==> src/rtl/pipelined_bypass_adder.sv <==
// Pipelined carry-skip adder/subtractor with valid/ready flow control.
// Operands are cut into STAGES slices of WIDTH/STAGES bits; each slice is
// added by BLOCK-bit carry-skip groups and the slice carry moves to the next
// stage through a pipeline register. One beat per cycle when unstalled.
//
// Ports:
//   clk, rst_n        clock, asynchronous active-low reset
//   in_valid/in_ready input handshake (in_ready is combinational)
//   a, b, cin, sub    operands; sub=1 computes a-b and ignores cin
//   out_valid/out_ready output handshake
//   sum, cout, ovf    registered result, carry out of MSB, signed overflow
module pipelined_bypass_adder #(
  parameter int unsigned WIDTH  = 32,
  parameter int unsigned BLOCK  = 4,
  parameter int unsigned STAGES = 2
) (
  input  logic             clk,
  input  logic             rst_n,
  input  logic             in_valid,
  output logic             in_ready,
  input  logic [WIDTH-1:0] a,
  input  logic [WIDTH-1:0] b,
  input  logic             cin,
  input  logic             sub,
  output logic             out_valid,
  input  logic             out_ready,
  output logic [WIDTH-1:0] sum,
  output logic             cout,
  output logic             ovf
);

  localparam int unsigned S    = WIDTH / STAGES;
  localparam int unsigned NGRP = S / BLOCK;
  localparam int unsigned LAST = STAGES - 1;

  // One slice: groups ripple internally; a fully-propagating group passes
  // its carry-in straight through (the skip path).
  function automatic logic [S:0] csk_slice(input logic [S-1:0] x,
                                           input logic [S-1:0] y,
                                           input logic         ci);
    logic [S-1:0]   s;
    logic [BLOCK:0] grp;
    logic           gc;
    logic           p;
    s   = '0;
    grp = '0;
    gc  = ci;
    p   = 1'b0;
    for (int unsigned g = 0; g < NGRP; g++) begin
      grp = {1'b0, x[g*BLOCK +: BLOCK]} + {1'b0, y[g*BLOCK +: BLOCK]}
          + {{BLOCK{1'b0}}, gc};
      p   = &(x[g*BLOCK +: BLOCK] ^ y[g*BLOCK +: BLOCK]);
      s[g*BLOCK +: BLOCK] = grp[BLOCK-1:0];
      gc  = p ? gc : grp[BLOCK];
    end
    return {gc, s};
  endfunction

  logic [STAGES-1:0] v;
  logic [STAGES-1:0] adv;
  logic [WIDTH-1:0]  b_eff;
  logic              c0;
  logic              hole;

  assign b_eff = sub ? ~b : b;
  assign c0    = sub ? 1'b1 : cin;

  // A stage moves on when it is valid and some stage below it (or the
  // consumer) can take data; flattened so no bit depends on another bit.
  always_comb begin
    adv  = '0;
    hole = 1'b0;
    for (int unsigned k = 0; k < STAGES; k++) begin
      hole = out_ready;
      for (int unsigned j = k + 1; j < STAGES; j++) begin
        hole = hole | ~v[j];
      end
      adv[k] = v[k] & hole;
    end
  end

  assign in_ready = ~v[0] | adv[0];

  for (genvar k = 0; k < STAGES; k++) begin : g_st
    logic [WIDTH-1:0] a_src;
    logic [WIDTH-1:0] b_src;
    logic [WIDTH-1:0] s_src;
    logic             c_src;
    logic             load;
    logic [S:0]       res;
    logic [WIDTH-1:0] s_nxt;
    logic [WIDTH-1:0] s_q;
    logic             c_q;
    logic             v_q;
    logic             unused_src;

    if (k == 0) begin : g_first
      assign a_src = a;
      assign b_src = b_eff;
      assign s_src = '0;
      assign c_src = c0;
      assign load  = in_valid & in_ready;
    end else begin : g_next
      assign a_src = g_st[k-1].g_fwd.a_q;
      assign b_src = g_st[k-1].g_fwd.b_q;
      assign s_src = g_st[k-1].s_q;
      assign c_src = g_st[k-1].c_q;
      assign load  = adv[k-1];
    end

    // Low operand slices were already consumed upstream.
    assign unused_src = ^{a_src, b_src};

    assign res = csk_slice(a_src[k*S +: S], b_src[k*S +: S], c_src);

    // Merge this stage's slice into the partial sum.
    always_comb begin
      s_nxt = s_src;
      s_nxt[k*S +: S] = res[S-1:0];
    end

    // Stage valid, partial sum and carry; loads only when the slot frees.
    always_ff @(posedge clk or negedge rst_n) begin
      if (!rst_n) begin
        v_q <= 1'b0;
        s_q <= '0;
        c_q <= 1'b0;
      end else if (load) begin
        v_q <= 1'b1;
        s_q <= s_nxt;
        c_q <= res[S];
      end else if (adv[k]) begin
        v_q <= 1'b0;
      end
    end

    assign v[k] = v_q;

    if (k != LAST) begin : g_fwd
      logic [WIDTH-1:0] a_q;
      logic [WIDTH-1:0] b_q;

      // Operands travel with the beat for later slices and the MSB check.
      always_ff @(posedge clk or negedge rst_n) begin
        if (!rst_n) begin
          a_q <= '0;
          b_q <= '0;
        end else if (load) begin
          a_q <= a_src;
          b_q <= b_src;
        end
      end
    end else begin : g_ovf
      logic ovf_nxt;
      logic ovf_q;

      assign ovf_nxt = (a_src[WIDTH-1] == b_src[WIDTH-1]) &&
                       (s_nxt[WIDTH-1] != a_src[WIDTH-1]);

      // Signed overflow resolved with the final slice.
      always_ff @(posedge clk or negedge rst_n) begin
        if (!rst_n) begin
          ovf_q <= 1'b0;
        end else if (load) begin
          ovf_q <= ovf_nxt;
        end
      end
    end
  end

  assign out_valid = v[LAST];
  assign sum       = g_st[LAST].s_q;
  assign cout      = g_st[LAST].c_q;
  assign ovf       = g_st[LAST].g_ovf.ovf_q;

endmodule
==> config.mk <==
export PLATFORM = sky130hd
export DESIGN_NAME = pipelined_bypass_adder
export DESIGN_NICKNAME = d
export VERILOG_FILES = /design/src/rtl/pipelined_bypass_adder.sv
export SDC_FILE = /design/constraint.sdc
export NUM_CORES = 1
export LEC_CHECK = 0
export CELL_PAD_IN_SITES_DETAIL_PLACEMENT = 1
export CELL_PAD_IN_SITES_GLOBAL_PLACEMENT = 1
export CORE_MARGIN = 3
export CORE_UTILIZATION = 41
export CTS_BUF_LIST = sky130_fd_sc_hd__clkbuf_4
export DETAILED_ROUTE_END_ITERATION = 12
export MAX_ROUTING_LAYER = met4
export PLACE_DENSITY = 0.92
export SETUP_SLACK_MARGIN = 0.2
export SYNTH_ARGS = -nofsm -noshare
export SYNTH_HDL_FRONTEND = slang
export SYNTH_SLANG_ARGS = --single-unit
==> constraint.sdc <==
create_clock -name clk -period 5.9 [get_ports clk]
set_input_delay 1.18 -clock clk [delete_from_list [all_inputs] [get_ports clk]]
set_output_delay 1.18 -clock clk [all_outputs]
set_load 0.005 [all_outputs]
Word-level counts from Yosys, hierarchy flattened
Cells that the tools add are included.
{ "totals": {"reg_bits": 117, "input_bits": 70, "output_inout_bits": 36} }
{ "op_classes": {"add_sub_neg": 16, "n_eq_ne": 2, "mux": 14, "bitwise": 16, "reduce_logical": 11} }
{ "op_table": {"columns": ["cell", "n"], "rows": [
  ["adder 4 x 4 -> 5 bit", 8],
  ["adder 5 x 1 -> 5 bit", 8],
  ["2-to-1 mux 32 bit", 1],
  ["inverter 32 bit", 1],
  ["AND reduction 4 bit", 8],
  ["bitwise XOR 4 bit", 8],
  ["2-to-1 mux 1 bit", 13],
  ["nonzero test 2 bit", 2],
  ["bitwise AND 1 bit", 3],
  ["inverter 1 bit", 2],
  ["bitwise OR 1 bit", 2],
  ["equality test 1 bit", 1],
  ["logical AND 1 bit", 1],
  ["inequality test 1 bit", 1]
]} }

Depth between registers and ports, before layout
{ "logic_depth": {"ltp_word": 11, "mapped_depth": 29, "mapped_depth_nobuf": 27} }

Worst setup path after synthesis
No wires, ideal clock.
{ "synth_timing": {"path_kind": "input -> register", "from": "input sub", "to": "register g_st[0].s_q[13]", "setup_time_ns": 0.125, "t_arrival_ns": 6.446, "required_time_ns": 5.775, "setup_slack_ns": -0.671, "stages": 26, "path_buffers": 2, "cell_sequence": "buf_2 > buf_4 > xor2_1 > inv_1 > fa_1 > fa_1 > and2b_1 > o21ai_1 > a31oi_2 > inv_1 > fa_1 > fa_1 > nand2b_1 > a21oi_1 > mux2i_1 > fa_1 > inv_1 > fa_1 > nand3_1 > a21oi_1 > a31oi_1 > a21boi_2 > fa_1 > inv_1 > fa_1 > mux2_2"} }
{ "synth_via": {"elab_chain_len": 9} }
{ "synth_rtl": {"columns": ["element", "line_no", "rtl"], "rows": [
  ["from (decl)", "24", "input logic sub,"],
  ["2-to-1 mux 32 bit", "65", "assign b_eff = sub ? ~b : b;"],
  ["adder 4 x 4 -> 5 bit or bitwise XOR 4 bit (tied branches)", "50, 52", null],
  ["adder 5 x 1 -> 5 bit or AND reduction 4 bit (tied branches)", "51, 52", null],
  ["2-to-1 mux 1 bit", "54", "gc = p ? gc : grp[BLOCK];"],
  ["adder 5 x 1 -> 5 bit", "51", "+ {{BLOCK{1'b0}}, gc};"],
  ["2-to-1 mux 1 bit", "54", null],
  ["adder 5 x 1 -> 5 bit", "51", null],
  ["2-to-1 mux 1 bit", "54", null],
  ["adder 5 x 1 -> 5 bit (*)", "51", null],
  ["named net g_st[0].res[13]", "90", "logic [S:0] res;"],
  ["to (signal assigned)", "130", "s_q <= s_nxt;"],
  ["to (decl)", "92", "logic [WIDTH-1:0] s_q;"]
]} }
Mark *: on every way through the listed nets, which the timed path passes. The rest lies on a longest branch.
A chain may end at the register's enable or synchronous reset.

Worst setup path in the final report
{ "layout_timing": {"from": "input b[0]", "to": "register g_st[0].s_q[13]"} }
{ "layout_via": {"elab_chain_len": 10} }
{ "layout_rtl": {"columns": ["element", "line_no", "rtl"], "rows": [
  ["from (decl)", "22", "input logic [WIDTH-1:0] b,"],
  ["inverter 32 bit", "65", null],
  ["2-to-1 mux 32 bit (*)", "65", null],
  ["adder 4 x 4 -> 5 bit or bitwise XOR 4 bit (tied branches)", "50, 52", null],
  ["adder 5 x 1 -> 5 bit or AND reduction 4 bit (tied branches)", "51, 52", null],
  ["2-to-1 mux 1 bit (*)", "54", null],
  ["adder 5 x 1 -> 5 bit", "51", null],
  ["2-to-1 mux 1 bit (*)", "54", null],
  ["adder 5 x 1 -> 5 bit", "51", null],
  ["2-to-1 mux 1 bit (*)", "54", null],
  ["adder 5 x 1 -> 5 bit (*)", "51", null],
  ["named net g_st[0].res[13]", "90", null]
]} }
Marked as above.

==> flow_summary.yaml <==
yosys:
  synthXorXnorAreaFrac_pct: 8.98
  synth-main-ff-cell: "dfrtp_1"
  synth.area.mux_share_pct: 9.64
  synth_compound_area_share_pct: 10.0
  synth_cell_type_count: 38
  ys_warn_count: 0
  syn-instance-count: 422
  ys_seq_elements: 85
  synth_fa_ha_area_share_pct: 15.1
  synth.most_common_cell: "dfrtp_1"
  synth_edf_count: 0
  yosys.area.top_type: "dfrtp_1"
  syn-cell-area_um2: 4780
  syn_avg_cell_area_um2: 11.3
  synth-seq-area-share_pct: 44.5
  syn_nets: 540
  synth_top_area_share_pct: 44.5
  synth_top_family_by_area: "adder cells"
  synthSimpleGateAreaFrac_pct: 7.41
  yosys-top-cells-count: "85 x dfrtp_1, 41 x o21ai_0, 40 x mux2_2, 40 x nand2_1, 32 x ha_1"
  async_flop_share_pct: 100
  synth.area.top_cells: "dfrtp_1 45%, mux2_2 9.4%, ha_1 8.4%"
global_routing:
  grt_pass1_vias: 3962
  antenna_found_initial: 0
  grt_most_used_layer: "met2"
  grt_use_total_pct: 19.3
  grt_use_met3_pct: 3.66
  grt_pass1_wl_um: 19300
  grt_max_degree: 86
  globalRouteMet1Util_pct: 21.7
  grt_use_met2_pct: 34.5
  grt-ovfl-total: 0
timing:
  tightest_slew_ns: 1.08
  fin_skew_ns: 0.00965
  finalCritPeriodShare_pct: 96.9
  rsz0062_at_grt: "true"
  hold_ws_ns: 0.488
  tns_ns: 0
  drv_slew: 0
  hold_viol: 0
  finalCriticalPeriod_ns: 5.71
  setup_viol: 0
  fmax_mhz: 175
  maxSlewHeadroom_pct: 27.8
clock_tree:
  htree_levels: 3
  numCtsBuffers: 9
  hold_buffers: 0
  clk_path_buf_depth: 2
  cts_tree: "built"
  cts_sinks: 85
  root_buffer: "clkbuf_4"
  worstSkewPairLatency_ns: 0.43
  clkTransAtPathRegs_ns: 0.12
placed_design:
  gp_congestion: 0.823
  dpl_cell_area_um2: 6050
  hpwl_um: 8670
  place_inst: 666
  port_buffers: 105
power:
  irDropWorstVdd_mv: 0.167
  total_power_mw: 2.04
  leakagePower_nw: 2.88
  p_per_area_nw_per_um2: 320
cells_and_area:
  drive_above_1_share_pct: 21.7
  fin_cells: 698
  area_growth_pct: 33.2
  nets: 672
  antenna_cells: 0
  design_area_um2: 6360
die:
  ioPinCount: 106
  core_area_um2: 11100
  die_h_um: 114
  die_w_um: 114
  placementRows: 38
  die_area_um2: 13000
  initial_core_util_pct: 42.9
setup_path:
  endpoint_kind: "flop"
  crit_fanout: 2
  critPathLaunchType: "input pin"
  crit_arrival_ns: 6.05
  path_class: "in -> reg"
  cp.required_ns: 6.23
detailed_routing:
  viasPerCell: 5.11
  drt-pass1-iter-count: 4
  drt_iter0_markers: 139
  wl_per_cell_um: 17.1
  finalWirelength_um: 11900
  drc: 0
  antenna_left: 0
  dr_total_vias: 3564
outcome:
  status: "completed"
worst_hold_path:
  hp-class: "reg -> reg"
run:
  drv_cap: 0
[layout by cell type (no fill, tap or decap), types with 4 or more instances in the layout]
cell type        instances
buf_6                    4
mux2_2                  39
a21oi_1                 13
nor2_1                   9
inv_1                   24
nand2_1                 39
clkdlybuf4s50_1         99
buf_4                   31
xor2_1                  27
fa_1                     7
fa_2                     9
clkbuf_4                11
xnor2_1                 19
dfrtp_1                 85
inv_2                    4
a21o_1                  10
o21ai_0                 39
nand4_1                  6
ha_1                    32
[metal layers]
metal | up-vias | wire length, um
met2 | 80 | 6370
met4 | 0 | 244
met3 | 20 | 573
met1 | 1779 | 4750
li1 | 1685 | -
met5 | - | 0
[cell type report]
| class | count | area (um2) |
|---|---|---|
| Sequential cell | 85 | 2130 |
| Clock inverter | 4 | 16.3 |
| Multi-Input combinational cell | 292 | 2540 |
| Tap cell | 140 | 175 |
| Fill cell | 1208 | 4760 |
| Clock buffer | 11 | 82.6 |
| Timing Repair Buffer | 138 | 1310 |
| Inverter | 28 | 105 |
[repair_timing]
| item | in CTS | in global routing |
|---|---|---|
| setup endpoints to repair | 4 | 9 |
| gates resized for setup | 15 | 15 |
| pin swaps | 16 | 16 |
| setup buffers | 11 | 6 |
[sequential cells by signal, summed over array words and instances, names as in the netlist]
signal          flops
ovf                 1
g_st.g_fwd.a_q     16
g_st.c_q            1
g_st.g_fwd.b_q     16
cout                1
g_st.v_q            1
out_valid           1
sum                32
g_st.s_q           16
[critical path: stages]
cell and delay [ns]:
buf_6 0.10, xor2_2 0.16, inv_1 0.08, fa_2 0.36, fa_2 0.35, and2b_1 0.21, o21ai_2 0.06, a31oi_2 0.15
inv_1 0.08, fa_2 0.36, fa_2 0.35, nand2b_4 0.16, a21oi_4 0.14, mux2i_2 0.10, fa_2 0.34, inv_2 0.08
fa_2 0.21, nand3_2 0.09, a21oi_2 0.13, a31oi_1 0.06, a21boi_2 0.19, fa_2 0.35, inv_2 0.07, fa_2 0.42
mux2_4 0.27
[worst paths after layout]
check / startpoint / to / slack (ns) / cells past startpoint
min in group asynchronous: rst_n / sum[31] / 0.92 / 1
worst max-delay path: b[0] / g_st[0].s_q[13] / 0.19 / 25
worst min-delay path: g_st[0].s_q[2] / g_st[0].s_q[2] / 0.49 / 2
worst min register to register: g_st[0].s_q[2] / g_st[0].s_q[2] / 0.49 / 2
worst max register to register: g_st[0].g_fwd.a_q[16] / cout / 0.56 / 24
max in group asynchronous: rst_n / g_st[0].g_fwd.a_q[26] / 4.27 / 1
[kinds of logic after synthesis]
group	count (synthesis)
flip-flops	85
AO/OA/AOI/OAI	80
AND/OR/NAND/NOR	74
XOR/XNOR	49
adder cells (fa/ha/maj)	48
buffers and inverters	45
multiplexers	41
[report_power, final]
| part | total (mW) | internal [mW] | switching, mW |
|---|---|---|---|
| clock | 0.283 | 0.0896 | 0.193 |
| combinational | 0.885 | 0.518 | 0.367 |
| sequential | 0.869 | 0.757 | 0.111 |
| total | 2.04 | 1.36 | 0.671 |
[through the flow]
step	utilization [%]	setup WS [ns]
detailed placement	54.4	-0.766
global route	57.2	0.00876
CTS	56.4	-0.0319
global placement	54.4	-0.473
floorplan	-	-0.212
finish	57.2	0.186
Note: power is estimated with default switching activity, not from simulation.
